## src/rtl/axi_pkg.sv

```systemverilog
// AXI protocol constants shared across the SoC.
package axi_pkg;

  typedef logic [1:0] resp_t;
  typedef logic [2:0] prot_t;

  localparam resp_t RESP_OKAY   = 2'b00;
  localparam resp_t RESP_SLVERR = 2'b10;

endpackage

```

## src/rtl/ariane_axi_soc.sv

```systemverilog
// SoC-level AXI4-Lite channel and bundle typedefs used by the configuration slaves.
package ariane_axi_soc;

  localparam int unsigned LiteAddrWidth = 32;
  localparam int unsigned LiteDataWidth = 32;
  localparam int unsigned LiteStrbWidth = LiteDataWidth / 8;

  typedef logic [LiteAddrWidth-1:0] addr_lite_t;
  typedef logic [LiteDataWidth-1:0] data_lite_t;
  typedef logic [LiteStrbWidth-1:0] strb_lite_t;

  typedef struct packed {
    addr_lite_t      addr;
    axi_pkg::prot_t  prot;
  } aw_chan_lite_t;

  typedef struct packed {
    data_lite_t data;
    strb_lite_t strb;
  } w_chan_lite_t;

  typedef struct packed {
    axi_pkg::resp_t resp;
  } b_chan_lite_t;

  typedef struct packed {
    addr_lite_t      addr;
    axi_pkg::prot_t  prot;
  } ar_chan_lite_t;

  typedef struct packed {
    data_lite_t     data;
    axi_pkg::resp_t resp;
  } r_chan_lite_t;

  typedef struct packed {
    aw_chan_lite_t aw;
    logic          aw_valid;
    w_chan_lite_t  w;
    logic          w_valid;
    logic          b_ready;
    ar_chan_lite_t ar;
    logic          ar_valid;
    logic          r_ready;
  } req_lite_t;

  typedef struct packed {
    logic          aw_ready;
    logic          w_ready;
    b_chan_lite_t  b;
    logic          b_valid;
    logic          ar_ready;
    r_chan_lite_t  r;
    logic          r_valid;
  } resp_lite_t;

endpackage

```

## src/rtl/cfg_lite_regbank_decode.sv

```systemverilog
// Combinational address decode for the register bank: word index relative to base,
// range check (modular, so addresses below base wrap to huge indices), read-only and lock flags.
module cfg_lite_regbank_decode #(
  parameter int unsigned        NumRegs      = 8,
  parameter logic [NumRegs-1:0] ReadOnlyMask = '0,
  parameter int unsigned        IdxW         = 3
) (
  input  logic [31:0]     addr,
  input  logic [31:0]     base_addr,
  input  logic            lock,
  output logic [IdxW-1:0] idx_c,
  output logic            in_range_c,
  output logic            ro_c,
  output logic            locked_c
);

  localparam int unsigned MaskW = 1 << IdxW;

  logic [31:0]      offset;
  logic [31:0]      word;
  logic [MaskW-1:0] mask_ext;

  assign offset     = addr - base_addr;
  assign word       = offset >> 2;
  assign mask_ext   = MaskW'(ReadOnlyMask);
  assign in_range_c = (word < 32'(NumRegs));
  assign idx_c      = word[IdxW-1:0];
  assign ro_c       = in_range_c & mask_ext[idx_c];
  assign locked_c   = lock;

endmodule

```

## src/rtl/cfg_lite_regbank.sv

```systemverilog
// AXI4-Lite slave exposing NumRegs 32-bit registers with one outstanding transaction.
// Optional CFG_REGBANK_LOCK_EN: bit 0 of the last register becomes a sticky write lock.
module cfg_lite_regbank
  import ariane_axi_soc::*;
#(
  parameter int unsigned            NumRegs      = 8,
  parameter logic [NumRegs-1:0]     ReadOnlyMask = '0,
  parameter logic [NumRegs*32-1:0]  ResetVal     = '0
) (
  input  logic                    clk_i,
  input  logic                    rst_ni,
  input  req_lite_t               slv_req_i,
  output resp_lite_t              slv_resp_o,
  input  logic [31:0]             base_addr_i,
  output logic [NumRegs*32-1:0]   reg_q_o,
  output logic [NumRegs-1:0]      reg_wr_o,
  input  logic [NumRegs*32-1:0]   hw_d_i
);

  localparam int unsigned IdxW = (NumRegs > 1) ? $clog2(NumRegs) : 1;

  typedef enum logic [1:0] {
    IDLE  = 2'd0,
    WRESP = 2'd1,
    RRESP = 2'd2
  } state_e;

  state_e                     state_q, state_d;
  logic [NumRegs-1:0][31:0]   regs_q;
  logic [NumRegs-1:0][31:0]   hw_d;
  logic [NumRegs-1:0]         reg_wr_q;
  axi_pkg::resp_t             b_resp_q, r_resp_q;
  logic [31:0]                r_data_q;

  logic                       aw_ready_c, ar_ready_c, wr_en_c, rd_en_c, wr_ok_c;
  logic [31:0]                rd_data_c;
  axi_pkg::resp_t             rd_resp_c;
  logic                       lock;

  logic [IdxW-1:0]            w_idx, r_idx;
  logic                       w_in_range, w_ro, w_locked;
  logic                       r_in_range, r_ro;
  logic                       unused_r_locked;
  logic                       unused_prot;

  assign hw_d        = hw_d_i;
  assign unused_prot = ^{slv_req_i.aw.prot, slv_req_i.ar.prot};

`ifdef CFG_REGBANK_LOCK_EN
  // Once set, every write is refused, so the bit can only be cleared by reset.
  assign lock = regs_q[NumRegs-1][0];
`else
  assign lock = 1'b0;
`endif

  cfg_lite_regbank_decode #(
    .NumRegs      (NumRegs),
    .ReadOnlyMask (ReadOnlyMask),
    .IdxW         (IdxW)
  ) u_wr_decode (
    .addr       (slv_req_i.aw.addr),
    .base_addr  (base_addr_i),
    .lock       (lock),
    .idx_c      (w_idx),
    .in_range_c (w_in_range),
    .ro_c       (w_ro),
    .locked_c   (w_locked)
  );

  cfg_lite_regbank_decode #(
    .NumRegs      (NumRegs),
    .ReadOnlyMask (ReadOnlyMask),
    .IdxW         (IdxW)
  ) u_rd_decode (
    .addr       (slv_req_i.ar.addr),
    .base_addr  (base_addr_i),
    .lock       (lock),
    .idx_c      (r_idx),
    .in_range_c (r_in_range),
    .ro_c       (r_ro),
    .locked_c   (unused_r_locked)
  );

  assign wr_ok_c = wr_en_c & w_in_range & ~w_ro & ~w_locked;

  // Read data source: hardware value for read-only slots, zero when out of range.
  always_comb begin
    rd_data_c = '0;
    rd_resp_c = axi_pkg::RESP_SLVERR;
    if (r_in_range) begin
      rd_resp_c = axi_pkg::RESP_OKAY;
      rd_data_c = r_ro ? hw_d[r_idx] : regs_q[r_idx];
    end
  end

  always_ff @(posedge clk_i or negedge rst_ni) begin
    if (!rst_ni) state_q <= IDLE;
    else         state_q <= state_d;
  end

  // Write wins over a simultaneous read; readies stay low while a response is pending.
  always_comb begin
    state_d    = state_q;
    aw_ready_c = 1'b0;
    ar_ready_c = 1'b0;
    wr_en_c    = 1'b0;
    rd_en_c    = 1'b0;
    case (state_q)
      IDLE: begin
        if (rst_ni && slv_req_i.aw_valid && slv_req_i.w_valid) begin
          aw_ready_c = 1'b1;
          wr_en_c    = 1'b1;
          state_d    = WRESP;
        end else if (rst_ni && slv_req_i.ar_valid) begin
          ar_ready_c = 1'b1;
          rd_en_c    = 1'b1;
          state_d    = RRESP;
        end
      end
      WRESP:   if (slv_req_i.b_ready) state_d = IDLE;
      RRESP:   if (slv_req_i.r_ready) state_d = IDLE;
      default: state_d = IDLE;
    endcase
  end

  always_ff @(posedge clk_i or negedge rst_ni) begin
    if (!rst_ni) begin
      regs_q <= ResetVal;
    end else if (wr_ok_c) begin
      for (int unsigned b = 0; b < 4; b++) begin
        if (slv_req_i.w.strb[b]) regs_q[w_idx][8*b +: 8] <= slv_req_i.w.data[8*b +: 8];
      end
    end
  end

  always_ff @(posedge clk_i or negedge rst_ni) begin
    if (!rst_ni) begin
      reg_wr_q <= '0;
      b_resp_q <= axi_pkg::RESP_OKAY;
      r_resp_q <= axi_pkg::RESP_OKAY;
      r_data_q <= '0;
    end else begin
      reg_wr_q <= '0;
      if (wr_ok_c) reg_wr_q[w_idx] <= 1'b1;
      if (wr_en_c) b_resp_q <= wr_ok_c ? axi_pkg::RESP_OKAY : axi_pkg::RESP_SLVERR;
      if (rd_en_c) begin
        r_data_q <= rd_data_c;
        r_resp_q <= rd_resp_c;
      end
    end
  end

  assign reg_q_o  = regs_q;
  assign reg_wr_o = reg_wr_q;

  always_comb begin
    slv_resp_o          = '0;
    slv_resp_o.aw_ready = aw_ready_c;
    slv_resp_o.w_ready  = aw_ready_c;
    slv_resp_o.b.resp   = b_resp_q;
    slv_resp_o.b_valid  = (state_q == WRESP);
    slv_resp_o.ar_ready = ar_ready_c;
    slv_resp_o.r.data   = r_data_q;
    slv_resp_o.r.resp   = r_resp_q;
    slv_resp_o.r_valid  = (state_q == RRESP);
  end

endmodule

```

## config.mk

```make
export PLATFORM = sky130hd
export DESIGN_NAME = cfg_lite_regbank
export DESIGN_NICKNAME = d
export VERILOG_FILES = /design/src/rtl/axi_pkg.sv /design/src/rtl/ariane_axi_soc.sv /design/src/rtl/cfg_lite_regbank_decode.sv /design/src/rtl/cfg_lite_regbank.sv
export SDC_FILE = /design/constraint.sdc
export NUM_CORES = 1
export LEC_CHECK = 0
export CAP_MARGIN = 20
export CELL_PAD_IN_SITES_DETAIL_PLACEMENT = 1
export CELL_PAD_IN_SITES_GLOBAL_PLACEMENT = 2
export CORE_AREA = 4 4 274 276
export CTS_CLUSTER_DIAMETER = 80
export DETAILED_ROUTE_END_ITERATION = 10
export DIE_AREA = 0 0 278 280
export PLACE_DENSITY = 0.7
export SLEW_MARGIN = 20
export SYNTH_ARGS = -nofsm -noshare
export SYNTH_HDL_FRONTEND = slang
export SYNTH_SLANG_ARGS = --single-unit
```

## constraint.sdc

```tcl
create_clock -name clk_i -period 4 [get_ports clk_i]
set_clock_uncertainty 0.05 [all_clocks]
set_input_delay 0.8 -clock clk_i [delete_from_list [all_inputs] [get_ports clk_i]]
set_output_delay 0.8 -clock clk_i [all_outputs]
set_load 0.01 [all_outputs]
```

==> impl_metrics.toml <==
[status]
status = "finished with violations"
violations = "negative setup slack"

[drt]
dr.pass1.iters = 4
num_vias = 17010
wl_per_cell_um = 25.3
routed_wl_um = 85500
viasPerCell = 5.04
ant_nets = 0
drt_iter0_markers = 815
drc = 0

[timing]
fin_crit_ns = 4.02
worst_pin_slew_ns = 0.780
final-setup-viol-count = 10
tns_ns = -0.0761
period_share = 1.00
hold_viol_final = 0
slew_violations = 0
rsz0062_at_grt = "yes"
holdWs_ns = 0.339
fin_ws_ns = -0.0199
fmax_mhz = 249
relSlewSlack = 0.480

[logic_synthesis]
syn_inst = 1508
yosysTopAreaCellShare = 0.418
ys_ff_latch = 300
avgSynthCellArea_um2 = 11.9
ys_warn_count = 0
synth.largest_area_cell = "dfrtp_1"
synth_cell_types = 84
ys_async_sr_fraction = 1.00
synthTopCellsByCount = "dfrtp_1 (300), mux2_2 (229), nand2_1 (95)"
yosysMostFrequentCell = "dfrtp_1"
yosysSeqAreaShare = 0.418
ys_top_cells_by_area = "dfrtp_1 (42%), mux2_2 (14%), mux4_2 (8.0%)"
syn_area_um2 = 18000
synth_edf_count = 0
synthFlopType = "dfrtp_1"

[grt]
grt_pass1_vias = 18841
gr-total-overflow = 0
antenna_found_initial = 24
gr-usage-all-layers = 0.210
grt_pass1_wl_um = 125000
grt_max_degree = 83

[finish]
layout-drive-gt1-share = 0.474
nNetsFinal = 2848
fin_cells = 3377
area_delta_synth_final_pct = 71.7
fin_util = 0.425

[power_and_ir_drop]
p_comb_frac = 0.288
seqPwrFrac = 0.336
clock_power_share = 0.375
power_density_nw_per_um2 = 293
ir_worst_vdd_v = 0.000319
p_leak_nw = 13.8
p_sw_frac = 0.301
power.internal_w = 0.00632
power_switching_w = 0.00272

[cts]
numCtsBuffers = 37
cts_tree = "done"
clock_sinks = 300
cts_max_level = 2
clock_latency_ns = 0.54
clockRootBuffer = "clkbuf_16"
clkTransAtPathRegs_ns = 0.06
clk_path_buf_depth = 3

[min_path]
holdCritPathClass = "primary input to async pin"

[placed_design]
routabilityCongestion = 0.894
dp_cells = 3205
hpwl_um = 63400
portBuffers = 441
dp_slack_ns = -1.26

[critical_path]
cp.required_ns = 4.43
crit_fanout = 17
ff2ff_setup_slack_ns = 0.22
crit_top_cell = "buf_4"
r2r-end = "reg_q_o[164]$_DFFE_PN0P_"
crit_path_start_kind = "primary input"
crit_path_max_incr_delay_ns = 0.52
arrival_ns = 4.45
crit_type = "primary input to flip-flop"
timing.critical_path.buf_inv = 4
reg2reg_from = "state_q[1]$_DFFE_PN0P_"
critPathTopFamily = "compound AO/OA/AOI/OAI gates"
cp-end-kind = "flip-flop"
worst-r2r-cell-count = 13
path_cells = "clkdlybuf4s50_1, ha_4, a21oi_4, o22ai_1, or3b_2, a21oi_2, o41a_1, mux2i_1, a211oi_1, a2111oi_2, buf_4, nand4_1, buf_4, clkbuf_16, o21ai_2"
slowest_stage = "clkdlybuf4s50_1"

[die]
die_y_um = 280
io_pins = 706
die_area_um2 = 77800
core_um2 = 72600
floorplan.initialDensity = 0.248
die_w_um = 278
core.rowCount = 99

[run]
max_cap_violations = 0
==> registers in the layout (all words and copies together) (netlist names) <==
register and count:
state_q 2, reg_wr_o 8, r_resp_q 1, b_resp_q 1, reg_q_o 256, r_data_q 32
==> placed cells by master (no fill, tap or decap), drive strengths merged, types with 9 or more instances in the layout <==
| cell type | n |
|---|---|
| a21o | 23 |
| clkdlybuf4s50 | 375 |
| o2111ai | 39 |
| a21oi | 57 |
| o21ai | 73 |
| inv | 47 |
| buf | 514 |
| nand2 | 95 |
| nand3 | 25 |
| clkbuf | 61 |
| dfrtp | 300 |
| mux4 | 64 |
| or3 | 9 |
| mux2i | 44 |
| nor3 | 44 |
| o211ai | 12 |
| nor2 | 43 |
| nand2b | 9 |
| xor2 | 13 |
| xnor2 | 15 |
| nand4 | 22 |
| ha | 60 |
| o21a | 16 |
| dlygate4sd2 | 10 |
| mux2 | 256 |
| a31oi | 13 |
| a211oi | 11 |
| clkinv | 11 |
| and3 | 17 |
| and2 | 9 |
==> area by class of cell <==
cell class                 instances  area [um^2]
inverter                          45          216
timing repair buffer             927         8740
multi-input combinational       1076        12000
fill                            7711        41700
clock buffer                      49         1050
tap                              959         1200
antenna                            3         7.51
sequential                       300         7510
clock inverter                    18          181
==> power groups by stage <==
stage / clock [W] / sequential (W) / combinational (W)
after global routing: 0.00361 / 0.00304 / 0.00279
after floorplan: 0 / 0.00310 / 0.00101
final: 0.00339 / 0.00304 / 0.00261
after detailed placement: 0 / 0.00309 / 0.00222
after global placement: 0 / 0.00309 / 0.00218
after CTS: 0.00347 / 0.00304 / 0.00248
==> cell families (layout without fill, tap and decap cells) <==
kind of cell / after synthesis / after routing / share of synthesized area
buffers and inverters: 133 / 1039 / 0.0336
AND/OR/NAND/NOR: 304 / 304 / 0.0998
multiplexers: 364 / 364 / 0.270
adder cells (fa/ha/maj): 60 / 60 / 0.0418
other: 1 / 5 / 0.000209
AO/OA/AOI/OAI: 318 / 318 / 0.123
flip-flops: 300 / 300 / 0.418
XOR/XNOR: 28 / 28 / 0.0136
==> per-layer routing <==
metal  routed length [um]  global-route usage  share of wire  up-vias
met4                 2550              0.0499          0.030       28
met1                34500               0.255           0.40     8803
met2                41300               0.359           0.48      519
met5                  160                   0         0.0019        -
met3                 7010              0.0719          0.082      149
li1                     -                   -              -     7511
==> how the worst max path moves through the flow <==
stage                    start                       end  cells past startpoint
2_1_floorplan  base_addr_i[28]  reg_q_o[136]$_DFFE_PN0P_                     15
3_3_place_gp    base_addr_i[2]   reg_q_o[51]$_DFFE_PN0P_                     15
3_5_place_dp   base_addr_i[17]   reg_q_o[17]$_DFFE_PN0P_                     16
4_1_cts        base_addr_i[19]  reg_q_o[158]$_DFFE_PN0P_                     15
5_1_grt        base_addr_i[11]  reg_q_o[167]$_DFFE_PN0P_                     17
6_report         slv_req_i[18]  r_data_q[23]$_DFFE_PN0P_                     15
==> per-stage QoR <==
| step | instance area (um^2) | power, W |
|---|---|---|
| 3_3_place_gp | 27000 | 0.00527 |
| 2_1_floorplan | 18500 | 0.00411 |
| 5_1_grt | 30900 | 0.00943 |
| 4_1_cts | 29900 | 0.00899 |
| 6_report | 30900 | 0.00904 |
| 3_5_place_dp | 27000 | 0.00531 |
==> repair_timing <==
item                                    4_1_cts  5_1_grt
buffers inserted                             81       30
endpoints found under the setup margin      298      298
gates cloned                                  3        1
gates resized for setup                     380      248
hold endpoints to repair                      0        0
pin swaps                                   100       93
hold buffers                                  0        0
Note: power is estimated with default switching activity, not from simulation.
